`src/rtl/rv32_regfile_alu_unit.sv`:
```
// Execution building block for the RV32I multicycle core: 32x32 register file
// with x0 hardwired to zero, a 32-bit ALU with status flags, and an enabled result register.
module rv32_regfile_alu_unit #(
    parameter logic [31:0] RESULT_RESET = 32'h0000_0000
) (
    input  logic        clk,
    input  logic        rst,
    input  logic        ena,
    input  logic        wr_ena,
    input  logic [4:0]  wr_addr,
    input  logic [31:0] wr_data,
    input  logic [4:0]  rd_addr0,
    input  logic [4:0]  rd_addr1,
    output logic [31:0] rd_data0,
    output logic [31:0] rd_data1,
    input  logic        src_b_sel,
    input  logic [31:0] imm,
    input  logic [3:0]  alu_control,
    output logic [31:0] alu_result,
    output logic        overflow,
    output logic        zero,
    output logic        equal,
    input  logic        result_ena,
    output logic [31:0] result_q
);

    localparam logic [3:0] OP_AND  = 4'b0001;
    localparam logic [3:0] OP_OR   = 4'b0010;
    localparam logic [3:0] OP_XOR  = 4'b0011;
    localparam logic [3:0] OP_SLL  = 4'b0101;
    localparam logic [3:0] OP_SRL  = 4'b0110;
    localparam logic [3:0] OP_SRA  = 4'b0111;
    localparam logic [3:0] OP_ADD  = 4'b1000;
    localparam logic [3:0] OP_SUB  = 4'b1100;
    localparam logic [3:0] OP_SLT  = 4'b1101;
    localparam logic [3:0] OP_SLTU = 4'b1111;

    // Flat view of all 32 entries; entry 0 is a constant so x0 never holds state.
    logic [31:0][31:0] rf_flat;
    assign rf_flat[0] = 32'h0000_0000;

    genvar gi;
    generate
        for (gi = 1; gi < 32; gi++) begin : g_entry
            logic [31:0] entry_reg;
            logic        wr_hit;

            assign wr_hit = ena && wr_ena && (wr_addr == 5'(gi));

            always_ff @(posedge clk or posedge rst) begin
                if (rst) begin
                    entry_reg <= 32'h0000_0000;
                end else if (wr_hit) begin
                    entry_reg <= wr_data;
                end
            end

            assign rf_flat[gi] = entry_reg;
        end
    endgenerate

    // Reads come straight from stored contents: a same-cycle write is not bypassed.
    assign rd_data0 = rf_flat[rd_addr0];
    assign rd_data1 = rf_flat[rd_addr1];

    logic [31:0] op_a;
    logic [31:0] op_b;
    logic [4:0]  shamt;
    logic [31:0] sum;
    logic [31:0] diff;

    assign op_a  = rd_data0;
    assign op_b  = src_b_sel ? imm : rd_data1;
    assign shamt = op_b[4:0];
    assign sum   = op_a + op_b;
    assign diff  = op_a - op_b;

    always_comb begin
        alu_result = 32'h0000_0000;
        overflow   = 1'b0;
        case (alu_control)
            OP_AND:  alu_result = op_a & op_b;
            OP_OR:   alu_result = op_a | op_b;
            OP_XOR:  alu_result = op_a ^ op_b;
            OP_SLL:  alu_result = op_a << shamt;
            OP_SRL:  alu_result = op_a >> shamt;
            OP_SRA:  alu_result = $unsigned($signed(op_a) >>> shamt);
            OP_ADD: begin
                alu_result = sum;
                overflow   = (op_a[31] == op_b[31]) && (sum[31] != op_a[31]);
            end
            OP_SUB: begin
                alu_result = diff;
                overflow   = (op_a[31] != op_b[31]) && (diff[31] != op_a[31]);
            end
            OP_SLT:  alu_result = {31'b0, $signed(op_a) < $signed(op_b)};
            OP_SLTU: alu_result = {31'b0, op_a < op_b};
            default: alu_result = 32'h0000_0000;
        endcase
    end

    assign zero  = (alu_result == 32'h0000_0000);
    assign equal = (op_a == op_b);

    logic [31:0] result_reg;

    always_ff @(posedge clk or posedge rst) begin
        if (rst) begin
            result_reg <= RESULT_RESET;
        end else if (ena && result_ena) begin
            result_reg <= alu_result;
        end
    end

    assign result_q = result_reg;

endmodule

```
`config.mk`:
```
export PLATFORM = sky130hd
export DESIGN_NAME = rv32_regfile_alu_unit
export DESIGN_NICKNAME = d
export VERILOG_FILES = /design/src/rtl/rv32_regfile_alu_unit.sv
export SDC_FILE = /design/constraint.sdc
export NUM_CORES = 2
export LEC_CHECK = 0
export ABC_AREA = 1
export CAP_MARGIN = 40
export CORE_MARGIN = 10
export CORE_UTILIZATION = 30
export CTS_BUF_LIST = sky130_fd_sc_hd__clkbuf_8 sky130_fd_sc_hd__clkbuf_16
export DETAILED_ROUTE_END_ITERATION = 6
export PLACE_DENSITY_LB_ADDON = 0.05
export SLEW_MARGIN = 30
export SYNTH_ARGS = -nofsm -noshare
export SYNTH_HDL_FRONTEND = slang
export SYNTH_SLANG_ARGS = --single-unit
```
`constraint.sdc`:
```
create_clock -name clk -period 75.8 [get_ports clk]
set_input_delay 11.37 -clock clk [delete_from_list [all_inputs] [get_ports clk]]
set_output_delay 11.37 -clock clk [all_outputs]
set_load 0.05 [all_outputs]
```
==> results.py <==
metrics = {
    "status": {
        "status": "complete, no violations",
    },
    "cts": {
        "post_cts_resized": 0,
        "clock_tree.root_cell": "clkbuf_16",
        "ctsLongestPathBuffers": 3,
        "cts_tree": "built",
        "clk_pin_slew_ps": 50,
        "numCtsBuffers": 137,
        "clock_sinks": 1024,
        "clock_latency_ps": 820,
        "hold_buffers": 0,
        "htree_levels": 4,
        "post_cts_buffers": 0,
    },
    "logic_synthesis": {
        "yosysUniqueCellTypes": 48,
        "synth_top_area_share_pct": 39.6,
        "netlist_instances": 9493,
        "ys_top_cells_by_area": "dfrtp_1, nand2_1, o21ai_0, nand3_1, nor2_1",
        "avgSynthCellArea_um2": 6.82,
        "synth-edff-count": 0,
        "ys_async_sr_fraction_pct": 100,
        "ys_ff_latch": 1024,
        "synth_area_um2": 64800,
        "ys_seq_area_share_pct": 39.6,
        "synth_ff_type": "dfrtp_1",
        "ys_warn_count": 0,
        "synth_nets": 9681,
        "synth_top_area_cell": "dfrtp_1",
    },
    "timing": {
        "hold_viol": 0,
        "grt_setup_unrepaired": "false",
        "setup_tns_ps": 0,
        "setup_slack_ps": 44710,
        "slew_viol_final": 0,
        "finalCritPeriodShare_pct": 41.0,
        "fin_skew_ps": 32.9,
        "final.min_clock_period_ps": 31090,
        "slew_headroom_pct": 37.9,
        "worst_pin_slew_ps": 931,
        "final-setup-viol-count": 0,
        "timing.fmax_mhz": 32.2,
    },
    "setup_path": {
        "critPathTopFamily": "simple AND/OR/NAND/NOR gates",
        "crit_top_cell": "nand2_1",
        "crit_cells": 32,
        "worst-setup-path-type": "input port to primary output",
        "worstPathArrival_ps": 19720,
        "critical-path-max-stage-delay_ps": 830,
        "critical_path_buf_inv_count": 7,
        "reg2regPathDepth": 26,
        "critPathLaunchType": "input port",
        "cp_max_fo": 133,
        "end_kind": "primary output",
        "cp_data_required_time_ps": 64430,
        "cp_slowest_cell": "clkdlybuf4s50_1",
    },
    "routing": {
        "drt_iter0_drc": 7292,
        "ant_nets": 0,
        "routed_via_density": 5.62,
        "wl_mm": 332,
        "drc": 0,
        "firstDrtPassIters": 6,
        "dr_total_vias": 68400,
        "post_drt_wl_per_cell_um": 27.2,
    },
    "global_routing": {
        "grt.total_usage_pct": 27.2,
        "grt_overflow": 0,
        "grt_pass1_vias": 65400,
        "grt_max_degree": 140,
        "antenna_found_initial": 6,
        "grt_pass1_wl_mm": 480,
    },
    "power_and_ir_drop": {
        "powerDensity_nw_per_um2": 24.4,
        "p_comb_share_pct": 25.4,
        "internal_power_w": 0.00115,
        "swShare_pct": 36.3,
        "pwr-share-clk_pct": 37.0,
        "seq_power_share_pct": 37.6,
        "p_switching_w": 0.000653,
        "leakage_nw": 33.2,
        "power_w": 0.00180,
        "vdd_drop_max_mv": 0.0143,
    },
    "layout": {
        "postLayoutCellArea_um2": 73800,
        "nFillCells": 23000,
        "multi_input_comb_area_um2": 34500,
        "syn_to_final_growth_pct": 14.0,
        "regArea_um2": 25600,
        "layout.cells.non_filler": 12200,
        "largest_reg_flops": 992,
        "nNetsFinal": 9409,
        "most-common-layout-cells": "nand2_1, o21ai_0, nand3_1, dfrtp_1, nor2_1",
        "drive_above_1_share_pct": 5.52,
        "final_common_cell": "nand2_1",
    },
    "placement": {
        "dp_hpwl_mm": 205,
        "portBuffers": 219,
        "place_ws_ps": 44830,
        "place_area_um2": 69100,
        "gp_congestion": 0.956,
        "placedCellCount": 11900,
    },
    "hold_path": {
        "hp-class": "register to register",
        "hold_depth": 2,
    },
    "floorplanning": {
        "die_w_um": 485,
        "die-height_um": 485,
        "start_util_pct": 30.2,
        "die_area_um2": 235000,
        "rows": 170,
        "core_region_area_um2": 215000,
        "io_pins": 220,
    },
    "run": {
        "drv_cap": 0,
    },
}
Yosys cell counts (2+ instances only):
cell type,instances
nand2_1,2855
o21ai_0,1622
nand3_1,1412
dfrtp_1,1024
nor2_1,642
clkbuf_1,534
inv_1,327
buf_2,183
a21oi_1,178
o221ai_1,142
ha_1,97
o211ai_1,92
o22ai_1,70
buf_6,41
buf_1,39
a31oi_1,36
buf_4,25
nand4_1,25
nor3_1,15
or2_2,15
o21ai_1,14
a21o_1,9
nand2_2,8
o21bai_1,8
a211oi_1,7
a2111oi_0,6
nor4_1,6
nand3_2,5
o21a_1,5
o31ai_1,5
or2_0,5
or2_1,5
xor2_1,5
inv_2,4
a21boi_0,3
clkinv_1,3
inv_4,3
nand3b_1,3
o2111ai_1,3
a221oi_1,2
fa_1,2
nor2_2,2
tightest hold or removal path: cells and delay by family (launching register included):
family           cells  cell delay, ps
flip-flops           1             340
AND/OR/NAND/NOR      2             100
power groups by stage:
stage,logic (W),clock network (W),registers (W)
2_1_floorplan,0.000287,0,0.000681
3_3_place_gp,0.000448,0,0.000684
3_5_place_dp,0.000453,0,0.000684
4_1_cts,0.000454,0.000681,0.000675
5_1_grt,0.000504,0.000704,0.000686
6_report,0.000458,0.000665,0.000676
area by class of cell:
type | count | share of cell area [%]
antenna | 9 | 0.0305
clock inverter | 70 | 0.763
inverter | 337 | 1.81
sequential | 1024 | 34.7
timing repair buffer | 411 | 5.70
clock buffer | 178 | 5.44
tap | 2838 | 4.81
multi-input combinational | 7310 | 46.7
per-layer routing:
metal / track usage, % / part of all wire (%) / wire length (um) / vias up
met5: 0 / 0 / 0 / -
li1: - / - / - / 31400
met4: 10.5 / 4.1 / 13700 / 0
met1: 37.4 / 45 / 148000 / 33500
met3: 4.18 / 6.9 / 23000 / 545
met2: 42.8 / 44 / 147000 / 2998
stage by stage:
| step | hold slack [ps] | util (%) |
|---|---|---|
| after global routing | 500 | 34.4 |
| after floorplan | 453 | - |
| after global placement | 465 | 31.9 |
| after CTS | 484 | 34.3 |
| after detailed placement | 468 | 32.2 |
| final | 477 | 34.4 |
logic make-up after synthesis:
family | share of synthesized area [%]
AO/OA/AOI/OAI | 18.6
XOR/XNOR | 0.0676
adder cells (fa/ha/maj) | 1.94
buffers and inverters | 7.70
flip-flops | 39.6
AND/OR/NAND/NOR | 32.1
path summary, 6_finish.rpt:
kind,from,end,slack (ps)
setup / recovery,rd_addr0[0],zero,44710
hold / removal,result_q[20],result_q[20],480
setup reg to reg,g_entry[18].entry_reg[1],result_q[25],69980
hold reg to reg,result_q[20],result_q[20],480
max in group asynchronous,rst,g_entry[23].entry_reg[7],61540
min in group asynchronous,rst,g_entry[12].entry_reg[23],10960
(Power assumes the default switching activity.)
